--- src/rtl/alu_result_display.sv ---
// Captures the ALU's 8-bit result over valid/ready and shows it on one 7-segment digit
// as a repeating frame: high nibble with decimal point, blank, low nibble, blank.
module alu_result_display #(
  parameter int DWELL_CYCLES = 10000000,
  parameter int GAP_CYCLES   = 2000000,
  parameter int CNT_W        = 24
) (
  input  logic       clk,
  input  logic       rst_n,
  input  logic       ena,
  input  logic [7:0] result_in,
  input  logic       result_valid,
  output logic       result_ready,
  input  logic       clear,
  output logic [7:0] seg_out,
  output logic       busy
);

  typedef enum logic [2:0] {
    IDLE  = 3'd0,
    HI    = 3'd1,
    GAP_H = 3'd2,
    LO    = 3'd3,
    GAP_L = 3'd4
  } state_t;

  localparam logic [CNT_W-1:0] DWELL_LAST = CNT_W'(DWELL_CYCLES - 1);
  localparam logic [CNT_W-1:0] GAP_LAST   = CNT_W'(GAP_CYCLES - 1);
  localparam logic [CNT_W-1:0] CNT_ONE    = CNT_W'(1);

  state_t           state_reg, state_next;
  logic [CNT_W-1:0] cnt_reg, cnt_next;
  logic [7:0]       shown_reg, shown_next;
  logic [7:0]       pending_reg, pending_next;
  logic             pending_v_reg, pending_v_next;
  logic [7:0]       seg_reg, seg_next;
  logic             take;

  function automatic logic [6:0] hex_font(input logic [3:0] d);
    logic [6:0] f;
    case (d)
      4'h0: f = 7'h3F;
      4'h1: f = 7'h06;
      4'h2: f = 7'h5B;
      4'h3: f = 7'h4F;
      4'h4: f = 7'h66;
      4'h5: f = 7'h6D;
      4'h6: f = 7'h7D;
      4'h7: f = 7'h07;
      4'h8: f = 7'h7F;
      4'h9: f = 7'h6F;
      4'hA: f = 7'h77;
      4'hB: f = 7'h7C;
      4'hC: f = 7'h39;
      4'hD: f = 7'h5E;
      4'hE: f = 7'h79;
      default: f = 7'h71;
    endcase
    return f;
  endfunction

  // Segment pattern is derived from the upcoming state so the display flips on the same edge.
  function automatic logic [7:0] seg_encode(input state_t st, input logic [7:0] val);
    logic [7:0] s;
    case (st)
      HI:      s = {1'b1, hex_font(val[7:4])};
      LO:      s = {1'b0, hex_font(val[3:0])};
      default: s = 8'h00;
    endcase
    return s;
  endfunction

  assign result_ready = ena & ~pending_v_reg & ~clear;
  assign take         = result_valid & result_ready;
  assign busy         = (state_reg != IDLE);
  assign seg_out      = seg_reg;

  always_comb begin
    state_next     = state_reg;
    cnt_next       = cnt_reg;
    shown_next     = shown_reg;
    pending_next   = pending_reg;
    pending_v_next = pending_v_reg;
    seg_next       = seg_reg;

    if (clear) begin
      state_next     = IDLE;
      pending_v_next = 1'b0;
      cnt_next       = '0;
      seg_next       = 8'h00;
    end else if (ena) begin
      // take implies an empty buffer, so it never collides with a consume below
      if (take) begin
        pending_next   = result_in;
        pending_v_next = 1'b1;
      end
      case (state_reg)
        IDLE: begin
          if (pending_v_reg) begin
            state_next     = HI;
            shown_next     = pending_reg;
            pending_v_next = 1'b0;
            cnt_next       = '0;
          end
        end
        HI: begin
          if (cnt_reg == DWELL_LAST) begin
            state_next = GAP_H;
            cnt_next   = '0;
          end else begin
            cnt_next = cnt_reg + CNT_ONE;
          end
        end
        GAP_H: begin
          if (cnt_reg == GAP_LAST) begin
            state_next = LO;
            cnt_next   = '0;
          end else begin
            cnt_next = cnt_reg + CNT_ONE;
          end
        end
        LO: begin
          if (cnt_reg == DWELL_LAST) begin
            state_next = GAP_L;
            cnt_next   = '0;
          end else begin
            cnt_next = cnt_reg + CNT_ONE;
          end
        end
        GAP_L: begin
          if (cnt_reg == GAP_LAST) begin
            state_next = HI;
            cnt_next   = '0;
            if (pending_v_reg) begin
              shown_next     = pending_reg;
              pending_v_next = 1'b0;
            end
          end else begin
            cnt_next = cnt_reg + CNT_ONE;
          end
        end
        default: begin
          state_next = IDLE;
          cnt_next   = '0;
        end
      endcase
      seg_next = seg_encode(state_next, shown_next);
    end
  end

  always_ff @(posedge clk or negedge rst_n) begin
    if (!rst_n) begin
      state_reg     <= IDLE;
      cnt_reg       <= '0;
      shown_reg     <= 8'h00;
      pending_reg   <= 8'h00;
      pending_v_reg <= 1'b0;
      seg_reg       <= 8'h00;
    end else begin
      state_reg     <= state_next;
      cnt_reg       <= cnt_next;
      shown_reg     <= shown_next;
      pending_reg   <= pending_next;
      pending_v_reg <= pending_v_next;
      seg_reg       <= seg_next;
    end
  end

endmodule

--- config.mk ---
export PLATFORM = sky130hd
export DESIGN_NAME = alu_result_display
export DESIGN_NICKNAME = d
export VERILOG_FILES = /design/src/rtl/alu_result_display.sv
export SDC_FILE = /design/constraint.sdc
export NUM_CORES = 1
export LEC_CHECK = 0
export CAP_MARGIN = 10
export CORE_MARGIN = 5
export CORE_UTILIZATION = 64
export DETAILED_ROUTE_END_ITERATION = 16
export GPL_TIMING_DRIVEN = 0
export PLACE_DENSITY_LB_ADDON = 0.1
export SYNTH_ARGS = -nofsm -noshare
export SYNTH_HDL_FRONTEND = slang
export SYNTH_SLANG_ARGS = --single-unit
--- constraint.sdc ---
create_clock -name clk -period 5.9 [get_ports clk]
set_input_delay 1.18 -clock clk [delete_from_list [all_inputs] [get_ports clk]]
set_output_delay 1.18 -clock clk [all_outputs]
set_load 0.05 [all_outputs]
==> impl_results.md, run 1 <==
- Critical Path AT: 3.18 ns
- Vias in the first global route: 2773
- EDFF count, synth: 0
- Worst-Margin Slew: 0.703 ns
- Total number of vias: 2831
- CP Class: input port to output pin
- Multi-input logic area: 0.00192 sq mm
- Largest cells by area after synthesis: dfrtp_1, nand2_1, ha_1, nor2_1, mux2_2
- DRT Pass-1 Iters: 4
- # Max-Cap Violations: 0
- Worst Path Max Fanout: 10
- Clock sink count: 52
- Final min period: 4.36 ns
- Clk slew on worst S/H paths: 0.10 ns
- Remaining Overflow, GRT: 0
- Synth cell types: 62
- Clk_lat worst skew: 0.31 ns
- Area Overhead vs Synth: 12.3%
- VDD IR max: 0.000194 V
- Final hold violations: 0
- Post-CTS Resized: 0
- Initial antenna violation count: 0
- Post-Route WL: 7350 microns
- Met3 Resource Use GR: 4.12%
- Final clock skew: 0.00512 ns
- CTS Hold Bufs: 0
- P per Cell Area: 269 mW/mm^2
- Routed vias/inst: 6.06
- Total GRT Usage: 23.7%
- Synth Cell Area: 0.00334 sq mm
- H-Tree Level Count: 2
- Setup tns final: 0 ns
- Seq/Total Area, Yosys: 39.0%
- Final #Nets: 421
- Root buffer cell: clkbuf_8
- Max Clock Freq: 0.230 GHz
- Setup bufs post-CTS: 0
- Routed Antenna Nets: 0
- CTS tree: built
- Synthesized netlist cell count: 367
- GR peak layer: met2
- Die Span Y: 82.2 microns
- Met2 usage: 40.1%
- Warnings, synthesis: 0
- Primary FF master, synth: dfrtp_1
- Avg Inst Size Synth: 9.10 sq um
- Crit start category: input port
- Rel. slew slack: 53.1%
- List of most frequent post-synthesis cells: dfrtp_1, nand2_1, nor2_1
- Die X: 82.2 microns
- Hold path depth: 2
- Ys async rst share: 100%
- First-pass GRT wire length: 12600 microns
- Most common cell in the netlist: dfrtp_1
- Seq. cell area: 0.00130 sq mm
- Largest net degree at the start of global routing: 31
- Slew Limit Fails: 0
- Layout cells sized above 1: 9.82%
- PortBufs: 21
- Core Util, Final: 73.9%
- Number of synthesized register bits: 52
- Routability cong.: 0.920
- Max reg flops: 24
- Fill cell count: 389
- IO Pins: 23
- Longest Clk Path Bufs: 2
- Core area: 0.00507 sq mm
- Drt initial violations: 169
- Worst reg-to-reg path cell count: 13
- Place WS: 1.54 ns
- Hold Crit Class: register to register
- Pleak: 1.60 nW
- Syn_nets: 392
- Ant diodes: 0
- Worst-case hold slack: 0.516 ns
- Num CTS Buffers: 5
- Starting density of the core: 65.8%
- Final WS setup: 1.54 ns
- Routed WL per cell: 15.7 microns
- # setup viols final: 0
- Largest area contributor in the netlist: dfrtp_1
- Crit end category: output pin
- Post-DP HPWL: 5390 microns
- DRC viols: 0
- RSZ-0062 raised after global routing: no
- Final Cycle Share: 73.8%
- Outcome: complete, no violations
- Met1 usage: 29.8%
- Critical Path RT: 4.72 ns
- Die area: 0.00676 sq mm
- Row cnt: 26
- Post-synth top area share: 39.0%
==> layout by cell type (no fill, tap or decap), types with 4 or more instances in the layout <==
cell              n
nor2_1           40
ha_1             12
inv_1            14
xor2_1           14
nand2_1          44
nand3_1          18
dfrtp_1          52
o21ai_0          23
clkbuf_1          9
nor3b_1           5
nand2b_1          7
and3_1            4
a21oi_1          12
and2_1            5
buf_2             5
clkbuf_8          6
mux2i_1          13
mux2_2           12
xnor2_1           5
nor3_1            8
a211oi_1          4
clkdlybuf4s50_1  20
==> critical path, stage by stage <==
cell	delay, ns
clkdlybuf4s50_1	0.51
inv_1	0.19
nand2_1	0.27
nor2_1	0.21
clkdlybuf4s50_1	0.82
==> through the flow <==
stage / area (sq um) / std cells / power, mW
after global placement: 3640 / 458 / 0.776
after CTS: 3750 / 467 / 1.01
after global routing: 3750 / 467 / 1.07
after detailed placement: 3650 / 459 / 0.789
final: 3750 / 467 / 1.01
after floorplan: 3340 / 367 / 0.692
==> layout make-up <==
class | count | area share [%]
multi-input cells | 286 | 51.1
flip-flops and latches | 52 | 34.7
repair buffers | 22 | 6.01
well taps | 70 | 2.34
clock buffers | 6 | 2.20
plain buffers | 15 | 1.84
inverters | 14 | 1.40
clock inverters | 2 | 0.400
==> layer usage <==
| layer | vias to the layer above | share of wire [%] |
|---|---|---|
| met4 | 0 | 3.0 |
| li1 | 1354 | - |
| met5 | - | 0 |
| met2 | 78 | 49 |
| met1 | 1377 | 45 |
| met3 | 22 | 3.7 |
==> path summary, 6_finish.rpt <==
check	start	end	slack, ns
min reg2reg	shown_reg[4]$_DFFE_PN0P_	shown_reg[4]$_DFFE_PN0P_	0.52
max reg2reg	cnt_reg[0]$_DFFE_PN0P_	seg_out[0]$_DFFE_PN0P_	2.02
min in group asynchronous	rst_n	cnt_reg[0]$_DFFE_PN0P_	0.83
max	clear	result_ready	1.54
max in group asynchronous	rst_n	shown_reg[7]$_DFFE_PN0P_	4.53
min	shown_reg[4]$_DFFE_PN0P_	shown_reg[4]$_DFFE_PN0P_	0.52
==> report_power, final <==
part | switching, mW | internal, mW
clock network | 0.125 | 0.0952
logic | 0.216 | 0.148
registers | 0.0326 | 0.392
==> kinds of logic after synthesis <==
kind of cell,share of synthesized area [%]
adders and majority gates,4.50
xor gates and xnor gates,4.98
muxes,9.44
AOI/OAI and AO/OA,13.8
buffers and inverters,3.63
and+or+nand+nor,24.7
DFF,39.0
No activity file was read; power rests on OpenSTA's default activity.
==> run 2: changes to the inputs <==
--- a/config.mk
+++ b/config.mk
@@ -7,7 +7,7 @@
 export LEC_CHECK = 0
 export CAP_MARGIN = 10
 export CORE_MARGIN = 5
-export CORE_UTILIZATION = 64
+export CORE_UTILIZATION = 54
 export DETAILED_ROUTE_END_ITERATION = 16
 export GPL_TIMING_DRIVEN = 0
 export PLACE_DENSITY_LB_ADDON = 0.1
==> constraint.sdc (replaced) <==
create_clock -name clk -period 4 [get_ports clk]
set_input_delay 0.8 -clock clk [delete_from_list [all_inputs] [get_ports clk]]
set_output_delay 0.8 -clock clk [all_outputs]
set_load 0.05 [all_outputs]
==> run 2 against run 1 <==
  * Combinational power increased by 46%
  * Flip-flop and latch count unchanged
  * Hold slack got worse by 0.042 ns
  * First-iteration DRC count decreased by 15%
  * Worst setup slack got worse by 1.4 ns
  * Final cell count increased by 1.1%
  * Core utilization decreased by 11 points
  * Via count decreased by 2.4%
  * Critical path type is now register to register
  * Critical endpoint is now seg_out[0]$_DFFE_PN0P_
  * Largest cell class unchanged
==> impl_results.md, run 2 (synthesis results as in run 1) <==
- Hold Crit Class: input port to async pin
- H-Tree Level Count: 2
- Routed vias/inst: 5.85
- Setup tns final: 0 ns
- Routability cong.: 0.899
- Worst Path Max Fanout: 10
- Pleak: 1.62 nW
- Total number of vias: 2763
- Starting density of the core: 56.1%
- VDD IR max: 0.000247 V
- Worst-case hold slack: 0.473 ns
- Final hold violations: 0
- Routed Antenna Nets: 0
- Ant diodes: 0
- Remaining Overflow, GRT: 0
- Clock sink count: 52
- Worst-Margin Slew: 0.690 ns
- IO Pins: 23
- Setup bufs post-CTS: 0
- Crit end category: register
- Outcome: complete, no violations
- Rel. slew slack: 54.0%
- Post-CTS Resized: 0
- PortBufs: 21
- Longest Clk Path Bufs: 2
- Initial antenna violation count: 0
- Final Cycle Share: 95.6%
- Die X: 88.6 microns
- Area Overhead vs Synth: 12.9%
- P per Cell Area: 404 mW/mm^2
- Routed WL per cell: 15.6 microns
- # Max-Cap Violations: 0
- Commonest non-fill, non-tap cells in the layout: dfrtp_1, nand2_1, nor2_1
- Critical Path RT: 4.25 ns
- Slew Limit Fails: 0
- Largest net degree at the start of global routing: 29
- Placed Instances: 464
- Drt initial violations: 144
- CP Class: register to register
- Root buffer cell: clkbuf_8
- CTS tree: built
- Core area: 0.00596 sq mm
- Max Clock Freq: 0.262 GHz
- Vias in the first global route: 2698
- Die area: 0.00786 sq mm
- Final min period: 3.82 ns
- Total GRT Usage: 20.4%
- Post-DP HPWL: 5410 microns
- First-pass GRT wire length: 12800 microns
- Critical Path AT: 4.08 ns
- DRT Pass-1 Iters: 4
- Post-Route WL: 7350 microns
- Finished Layout Cells: 472
- DRC viols: 0
- Final clock skew: 0.00599 ns
- Layout cells sized above 1: 9.82%
- Max reg flops: 24
- CTS Hold Bufs: 0
- RSZ-0062 raised after global routing: no
- Clk_lat worst skew: 0.31 ns
- # setup viols final: 0
- Num CTS Buffers: 5
- Clk slew on worst S/H paths: 0.10 ns
- Final Power: 1.52 mW
- Row cnt: 28
- Most common cell after layout, fill and taps aside: dfrtp_1
- Final #Nets: 421
- Crit start category: register
- Die Span Y: 88.6 microns
run 2: final timing paths:
kind                                        start  slack [ns]  cells past startpoint                 endpoint
setup / recovery           cnt_reg[0]$_DFFE_PN0P_        0.18                     13   seg_out[0]$_DFFE_PN0P_
hold reg to reg            seg_out[6]$_DFFE_PN0P_        0.50                      2   seg_out[6]$_DFFE_PN0P_
max in group asynchronous                   rst_n        2.97                      2  cnt_reg[17]$_DFFE_PN0P_
min in group clk           seg_out[6]$_DFFE_PN0P_        0.50                      2   seg_out[6]$_DFFE_PN0P_
setup reg to reg           cnt_reg[0]$_DFFE_PN0P_        0.18                     13   seg_out[0]$_DFFE_PN0P_
hold / removal                              rst_n        0.47                      1   cnt_reg[3]$_DFFE_PN0P_
run 2: report_power, final:
group	total, mW	internal (mW)	switching [mW]
Sequential	0.624	0.578	0.0455
Combinational	0.533	0.218	0.315
Clock	0.368	0.185	0.182
run 2: worst max-delay path, stage by stage (launching register included):
cell and delay (ns):
dfrtp_1 0.43, ha_1 0.26, nand4_1 0.29, nor4_4 0.09, a21oi_2 0.55, buf_6 0.25, mux2i_2 0.44, inv_1 0.15
ha_1 0.32, nor2b_1 0.17, a2111oi_0 0.35, a21oi_1 0.11, o311ai_0 0.12, a221o_1 0.21
run 2: layout make-up:
| cell class | count | area, sq um |
|---|---|---|
| Fill cell | 513 | 2190 |
| Multi-Input combinational cell | 286 | 1920 |
| Sequential cell | 52 | 1300 |
| Timing Repair Buffer | 22 | 225 |
| Tap cell | 75 | 93.8 |
| Clock buffer | 5 | 68.8 |
| Buffer | 15 | 68.8 |
| Inverter | 14 | 52.6 |
| Clock inverter | 3 | 42.5 |
run 2: per-stage QoR:
stage | area (sq um) | setup slack, ns | util [%]
3_5_place_dp | 3660 | 0.241 | 61.4
6_report | 3770 | 0.177 | 63.3
5_1_grt | 3770 | 0.0318 | 63.3
2_1_floorplan | 3340 | 0.786 | -
3_3_place_gp | 3640 | 0.298 | 61.2
4_1_cts | 3770 | 0.208 | 63.3
run 2: metal layers:
| metal | vias up | GRT usage (%) | share of wire, % |
|---|---|---|---|
| met5 | - | 0 | 0 |
| met4 | 0 | 6.04 | 1.4 |
| met3 | 9 | 3.45 | 3.2 |
| met2 | 60 | 34.1 | 48 |
| met1 | 1337 | 27.2 | 48 |
| li1 | 1357 | - | - |
